==> src/rtl/accel_pkg.sv <==
// Shared types and defaults for the adder-tree feeder and neighbouring accelerator blocks.
package accel_pkg;
  localparam int DEFAULT_WIDTH     = 32;
  localparam int DEFAULT_INPUT_NUM = 8;

  typedef enum logic {FILL = 1'b0, DRAIN = 1'b1} feeder_state_e;

  typedef logic [DEFAULT_INPUT_NUM-1:0][DEFAULT_WIDTH-1:0] lane_vec_t;

  // One delay-line entry: an issued vector and whether it closes its group.
  typedef struct packed {
    logic valid;
    logic last;
  } dl_entry_t;
endpackage

==> src/rtl/adder_tree_feeder_if.sv <==
// Operand stream in and result stream out of the adder-tree feeder.
interface adder_tree_feeder_if #(
  parameter int WIDTH = accel_pkg::DEFAULT_WIDTH
);
  // in_*: a beat transfers on a rising edge where in_valid && in_ready; in_data/in_last
  // are held stable while in_valid is high. out_*: no ready, every out_valid pulse is consumed.
  logic             in_valid;
  logic             in_ready;
  logic [WIDTH-1:0] in_data;
  logic             in_last;
  logic             out_valid;
  logic [WIDTH-1:0] out_data;
  logic             out_last;

  modport master (
    output in_valid, in_data, in_last,
    input  in_ready, out_valid, out_data, out_last
  );

  modport slave (
    input  in_valid, in_data, in_last,
    output in_ready, out_valid, out_data, out_last
  );
endinterface

==> src/rtl/valid_delay_line.sv <==
// Fixed-depth shift register that tracks sideband through a fixed-latency pipeline.
module valid_delay_line #(
  parameter int DEPTH = 3,
  parameter int W     = 2
) (
  input  logic         clk,
  input  logic         rst,
  input  logic [W-1:0] din,
  output logic [W-1:0] dout
);
  logic [DEPTH-1:0][W-1:0] sr;

  always_ff @(posedge clk or negedge rst) begin
    if (!rst) begin
      sr <= '0;
    end else begin
      sr[0] <= din;
      for (int i = 1; i < DEPTH; i++) begin
        sr[i] <= sr[i-1];
      end
    end
  end

  assign dout = sr[DEPTH-1];
endmodule

==> src/rtl/adder_tree_feeder.sv <==
// Packs a scalar operand stream into lane vectors for adder_tree and re-times its
// result into a tagged, group-delimited output stream.
module adder_tree_feeder
  import accel_pkg::*;
#(
  parameter int WIDTH     = DEFAULT_WIDTH,
  parameter int INPUT_NUM = DEFAULT_INPUT_NUM,
  parameter int STAGE_NUM = $clog2(INPUT_NUM),
  parameter int TREE_LAT  = STAGE_NUM
) (
  input  logic                            clk,
  input  logic                            rst,
  adder_tree_feeder_if.slave              bus,
  output logic [INPUT_NUM-1:0][WIDTH-1:0] tree_data,
  input  logic [WIDTH-1:0]                tree_res,
  output feeder_state_e                   dbg_state
);
  localparam int IDX_W = $clog2(INPUT_NUM);
  localparam logic [IDX_W-1:0] LAST_IDX = IDX_W'(INPUT_NUM - 1);

  feeder_state_e                   state;
  logic                            in_ready_q;
  logic [INPUT_NUM-1:0][WIDTH-1:0] lane_buf;
  logic [INPUT_NUM-1:0][WIDTH-1:0] merged;
  logic [IDX_W-1:0]                idx;
  logic                            accept;
  logic                            complete;
  dl_entry_t                       dl_in;
  dl_entry_t                       dl_out;
  logic                            out_valid_q;
  logic                            out_last_q;
  logic [WIDTH-1:0]                out_data_q;

  assign accept   = bus.in_valid && in_ready_q;
  assign complete = accept && ((idx == LAST_IDX) || bus.in_last);

  // Current beat lands in lane idx; everything above it is padding.
  always_comb begin
    merged = lane_buf;
    for (int i = 0; i < INPUT_NUM; i++) begin
      if (i == int'(idx)) begin
        merged[i] = bus.in_data;
      end else if (i > int'(idx)) begin
        merged[i] = '0;
      end
    end
  end

  always_ff @(posedge clk or negedge rst) begin
    if (!rst) begin
      lane_buf  <= '0;
      idx       <= '0;
      tree_data <= '0;
    end else begin
      tree_data <= '0;
      if (complete) begin
        tree_data <= merged;
        lane_buf  <= '0;
        idx       <= '0;
      end else if (accept) begin
        lane_buf[idx] <= bus.in_data;
        idx           <= idx + IDX_W'(1);
      end
    end
  end

  // Only one group is ever in the tree: input stays closed until its last result leaves.
  always_ff @(posedge clk or negedge rst) begin
    if (!rst) begin
      state      <= FILL;
      in_ready_q <= 1'b0;
    end else begin
      case (state)
        FILL: begin
          if (accept && bus.in_last) begin
            state      <= DRAIN;
            in_ready_q <= 1'b0;
          end else begin
            in_ready_q <= 1'b1;
          end
        end
        DRAIN: begin
          if (out_valid_q && out_last_q) begin
            state      <= FILL;
            in_ready_q <= 1'b1;
          end else begin
            in_ready_q <= 1'b0;
          end
        end
        default: begin
          state      <= FILL;
          in_ready_q <= 1'b0;
        end
      endcase
    end
  end

  assign dl_in.valid = complete;
  assign dl_in.last  = complete && bus.in_last;

  valid_delay_line #(
    .DEPTH (TREE_LAT),
    .W     ($bits(dl_entry_t))
  ) u_delay (
    .clk  (clk),
    .rst  (rst),
    .din  (dl_in),
    .dout (dl_out)
  );

  always_ff @(posedge clk or negedge rst) begin
    if (!rst) begin
      out_valid_q <= 1'b0;
      out_last_q  <= 1'b0;
      out_data_q  <= '0;
    end else begin
      out_valid_q <= dl_out.valid;
      out_last_q  <= dl_out.valid && dl_out.last;
      if (dl_out.valid) begin
        out_data_q <= tree_res;
      end
    end
  end

  assign bus.in_ready  = in_ready_q;
  assign bus.out_valid = out_valid_q;
  assign bus.out_last  = out_last_q;
  assign bus.out_data  = out_data_q;
  assign dbg_state     = state;
endmodule

==> src/flat_wrapper.sv <==
// flat-port wrapper written by rule: the top's interface ports become plain ports
module adder_tree_feeder_flat import accel_pkg::*;
#(
  parameter int WIDTH     = DEFAULT_WIDTH,
  parameter int INPUT_NUM = DEFAULT_INPUT_NUM,
  parameter int STAGE_NUM = $clog2(INPUT_NUM),
  parameter int TREE_LAT  = STAGE_NUM
)
  (clk, rst, tree_data, tree_res, dbg_state, bus_in_valid, bus_in_data, bus_in_last, bus_in_ready, bus_out_valid, bus_out_data, bus_out_last);
  adder_tree_feeder_if #(.WIDTH(WIDTH)) bus_i ();
  input  logic clk;
  input  logic rst;
  output logic [INPUT_NUM-1:0][WIDTH-1:0] tree_data;
  input  logic [WIDTH-1:0] tree_res;
  output feeder_state_e dbg_state;
  input wire logic [$bits(bus_i.in_valid)-1:0] bus_in_valid;
  input wire logic [$bits(bus_i.in_data)-1:0] bus_in_data;
  input wire logic [$bits(bus_i.in_last)-1:0] bus_in_last;
  output wire logic [$bits(bus_i.in_ready)-1:0] bus_in_ready;
  output wire logic [$bits(bus_i.out_valid)-1:0] bus_out_valid;
  output wire logic [$bits(bus_i.out_data)-1:0] bus_out_data;
  output wire logic [$bits(bus_i.out_last)-1:0] bus_out_last;
  assign bus_i.in_valid = bus_in_valid;
  assign bus_i.in_data = bus_in_data;
  assign bus_i.in_last = bus_in_last;
  assign bus_in_ready = bus_i.in_ready;
  assign bus_out_valid = bus_i.out_valid;
  assign bus_out_data = bus_i.out_data;
  assign bus_out_last = bus_i.out_last;
  adder_tree_feeder #(.WIDTH(WIDTH), .INPUT_NUM(INPUT_NUM), .STAGE_NUM(STAGE_NUM), .TREE_LAT(TREE_LAT)) u_core (.clk(clk), .rst(rst), .bus(bus_i), .tree_data(tree_data), .tree_res(tree_res), .dbg_state(dbg_state));
endmodule
==> config.mk <==
export PLATFORM = sky130hd
export DESIGN_NAME = adder_tree_feeder_flat
export DESIGN_NICKNAME = d
export VERILOG_FILES = /design/src/rtl/accel_pkg.sv /design/src/rtl/adder_tree_feeder_if.sv /design/src/rtl/valid_delay_line.sv /design/src/rtl/adder_tree_feeder.sv /design/src/flat_wrapper.sv
export SDC_FILE = /design/constraint.sdc
export NUM_CORES = 1
export LEC_CHECK = 0
export CORE_MARGIN = 4
export CORE_UTILIZATION = 45
export DETAILED_ROUTE_END_ITERATION = 16
export PLACE_DENSITY = 0.76
export SETUP_SLACK_MARGIN = 0.15
export SKIP_CTS_REPAIR_TIMING = 1
export SLEW_MARGIN = 20
export SYNTH_ARGS = -nofsm -noshare
export SYNTH_HDL_FRONTEND = slang
export SYNTH_SLANG_ARGS = --single-unit
==> constraint.sdc <==
create_clock -name clk -period 2.7 [get_ports clk]
set_input_delay 0.54 -clock clk [delete_from_list [all_inputs] [get_ports clk]]
set_output_delay 0.54 -clock clk [all_outputs]
set_load 0.01 [all_outputs]
==> flow_summary_export.csv <==
group,metric,value,unit
status,status,"finished clean",
sta,hold_ws,355,ps
sta,period_share,0.922,
die,die_height,223,um
power,power_density,853,nW/um^2
cells_and_area,num_antenna_cells,0,
sta,maxSlewViolCount,0,
critical_path,crit_chain,"ha_1 > ha_1 > o211ai_4 > buf_12 > buf_12 > nand2_2 > mux2i_1",
clock_network,cts_tree,"yes",
critical_path,cp-end-kind,"flop",
route,viasPerCell,5.47,
synthesis,synthesis.nets,1943,
clock_network,clockBufferDepth,3,
critical_path,crit_fanout,83,
global_routing,grt_usage,0.251,
sta,min_period,2490,ps
synthesis,synth-async-reset-ratio,1.00,
global_routing,grt_max_degree,116,
cells_and_area,final_common_cell,"nand2_1",
clock_network,htreeDepth,2,
synthesis,yosysTopAreaCell,"dfrtp_1",
clock_network,clk_pin_slew,60,ps
synthesis,synth.area.top_cells,"dfrtp_1 63%, mux2i_1 11%, nand2_1 10%, a21oi_1 3.9%, clkbuf_1 2.0%",
synthesis,avgSynthCellArea,11.1,sq um
sta,slew_headroom,0.374,
global_routing,grt_pass1_vias,15945,
synthesis,ys_seq_area_frac,0.633,
route,initialDrtViolationCount,1384,
clock_network,clock_latency,610,ps
global_routing,grt_remaining_overflow,0,
die,std_cell_rows,78,
critical_path,reg2reg_slack,210,ps
power,leakagePower,0.0134,uW
critical_path,cp-start-kind,"flop",
synthesis,synth_top_cell_area_share,0.633,
sta,finalClockSkew,25.1,ps
critical_path,crit_required,3220,ps
critical_path,crit_type,"reg -> reg",
cells_and_area,mostFrequentLayoutCells,"541 x nand2_1, 525 x dfrtp_1, 358 x clkdlybuf4s50_1",
route,wire_per_inst,22.6,um
route,drc,0,
critical_path,cpPeakStageDelay,540,ps
synthesis,synth-seq-cells,525,
sta,fmax,402,MHz
cells_and_area,area_growth,31.2,%
sta,rsz0062_at_grt,"yes",
placed_design,globalplace.congestion,0.865,
route,vias,15501,
cells_and_area,n_fill_cell,3575,
power,peakVddDrop,0.632,mV
sta,setup_viol,0,
clock_network,root_buffer,"clkbuf_16",
synthesis,synth_area,20700,sq um
route,finalWirelength,64000,um
die,core,45500,sq um
clock_network,cts_num_sinks,525,
critical_path,critical_path.top_delay_family,"flip-flops",
critical_path,cp.arrival,3000,ps
die,die_x,223,um
cells_and_area,nNetsFinal,2267,
cells_and_area,multiInputGateArea,7000,sq um
placed_design,numPortBuffers,359,
die,start_util,0.456,
run,cap_violations,0,
cells_and_area,seq_area,13100,sq um
synthesis,synth_ff_type,"dfrtp_1",
cells_and_area,fin_util,0.598,
route,dr.pass1.iters,5,
cells_and_area,drive_above_1_share,0.104,
global_routing,grt_pass1_wl,96800,um
route,antenna_left,0,
synthesis,synthCells,1869,
sta,hold_viol_final,0,
synthesis,synth-warning-count,0,
sta,tns,0,ps
placed_design,dp_hpwl,41800,um
die,dieArea,49600,sq um
die,boundaryPins,360,
hold_path,hold_class,"reg -> reg",
placed_design,placed_area,25300,sq um
critical_path,crit_slowest_cell,"dfrtp_1",
synthesis,synth_edf_count,0,
synthesis,netlist-cell-type-count,31,
cells_and_area,final_area,27200,sq um
critical_path,crit_buf_inv,2,
global_routing,grt_antenna_before_repair,0,
sta,tightest_slew,938,ps
clock_network,cts_buffers,52,
worst paths after layout:
path / cells past startpoint / to / startpoint
min in group asynchronous: 2 / u_core.tree_data[29]$_DFF_PN0_ / rst
worst max-delay path: 7 / u_core.lane_buf[68]$_DFFE_PN0P_ / u_core.idx[1]$_DFFE_PN0P_
worst max register to register: 7 / u_core.lane_buf[68]$_DFFE_PN0P_ / u_core.idx[1]$_DFFE_PN0P_
max in group asynchronous: 3 / u_core.tree_data[208]$_DFF_PN0_ / rst
worst min register to register: 0 / u_core.u_delay.dout[1]$_DFF_PN0_ / u_core.u_delay.sr[3]$_DFF_PN0_
worst min-delay path: 0 / u_core.u_delay.dout[1]$_DFF_PN0_ / u_core.u_delay.sr[3]$_DFF_PN0_
routing by layer:
metal	part of all wire	track usage	vias to the layer above
met3	0.080	0.0547	138
met5	0	0	-
met2	0.48	0.405	725
met1	0.40	0.332	7841
li1	-	-	6797
met4	0.037	0.102	0
Yosys cell counts, drive strengths merged (6+ instances only):
cell type / number
a21oi: 161
a22o: 32
a22oi: 32
and2: 36
buf: 57
clkbuf: 111
dfrtp: 525
ha: 6
mux2: 32
mux2i: 224
nand2: 560
nand3b: 32
nor2: 34
cells by family (layout without fill, tap and decap cells):
| kind of cell | count (synthesis) | count (layout) | share of synthesized area |
|---|---|---|---|
| buffers and inverters | 172 | 537 | 0.0353 |
| adder cells (fa/ha/maj) | 6 | 6 | 0.00362 |
| flip-flops | 525 | 525 | 0.633 |
| AO/OA/AOI/OAI | 235 | 236 | 0.0681 |
| AND/OR/NAND/NOR | 675 | 675 | 0.134 |
| multiplexers | 256 | 256 | 0.125 |
state kept, by name, indices dropped and copies added, names as in the netlist, 2 cells and up:
register and cells:
u_core.u_delay.sr 4, u_core.bus.out_data 32, u_core.idx 3, u_core.tree_data 256, u_core.lane_buf 224, u_core.u_delay.dout 2
cell type report:
class | count | area share
Clock buffer | 75 | 0.0559
Clock inverter | 21 | 0.0104
Inverter | 4 | 0.000552
Multi-Input combinational cell | 1173 | 0.257
Sequential cell | 525 | 0.483
Tap cell | 600 | 0.0276
Timing Repair Buffer | 437 | 0.165
per-stage QoR:
stage	total power, uW	instances	worst slack [ps]
finish	23200	2835	210
global route	24300	2835	119
CTS	23300	2832	103
detailed placement	15600	2736	93.2
global placement	15400	2736	130
floorplan	13200	1869	796
where the power goes:
part           switching, uW  total [uW]  internal, uW
Sequential               907       10300          9400
Clock                   3090        7590          4490
Combinational           3150        5320          2170
Total                   7150       23200         16100
Power figures use the tool's default switching activity.
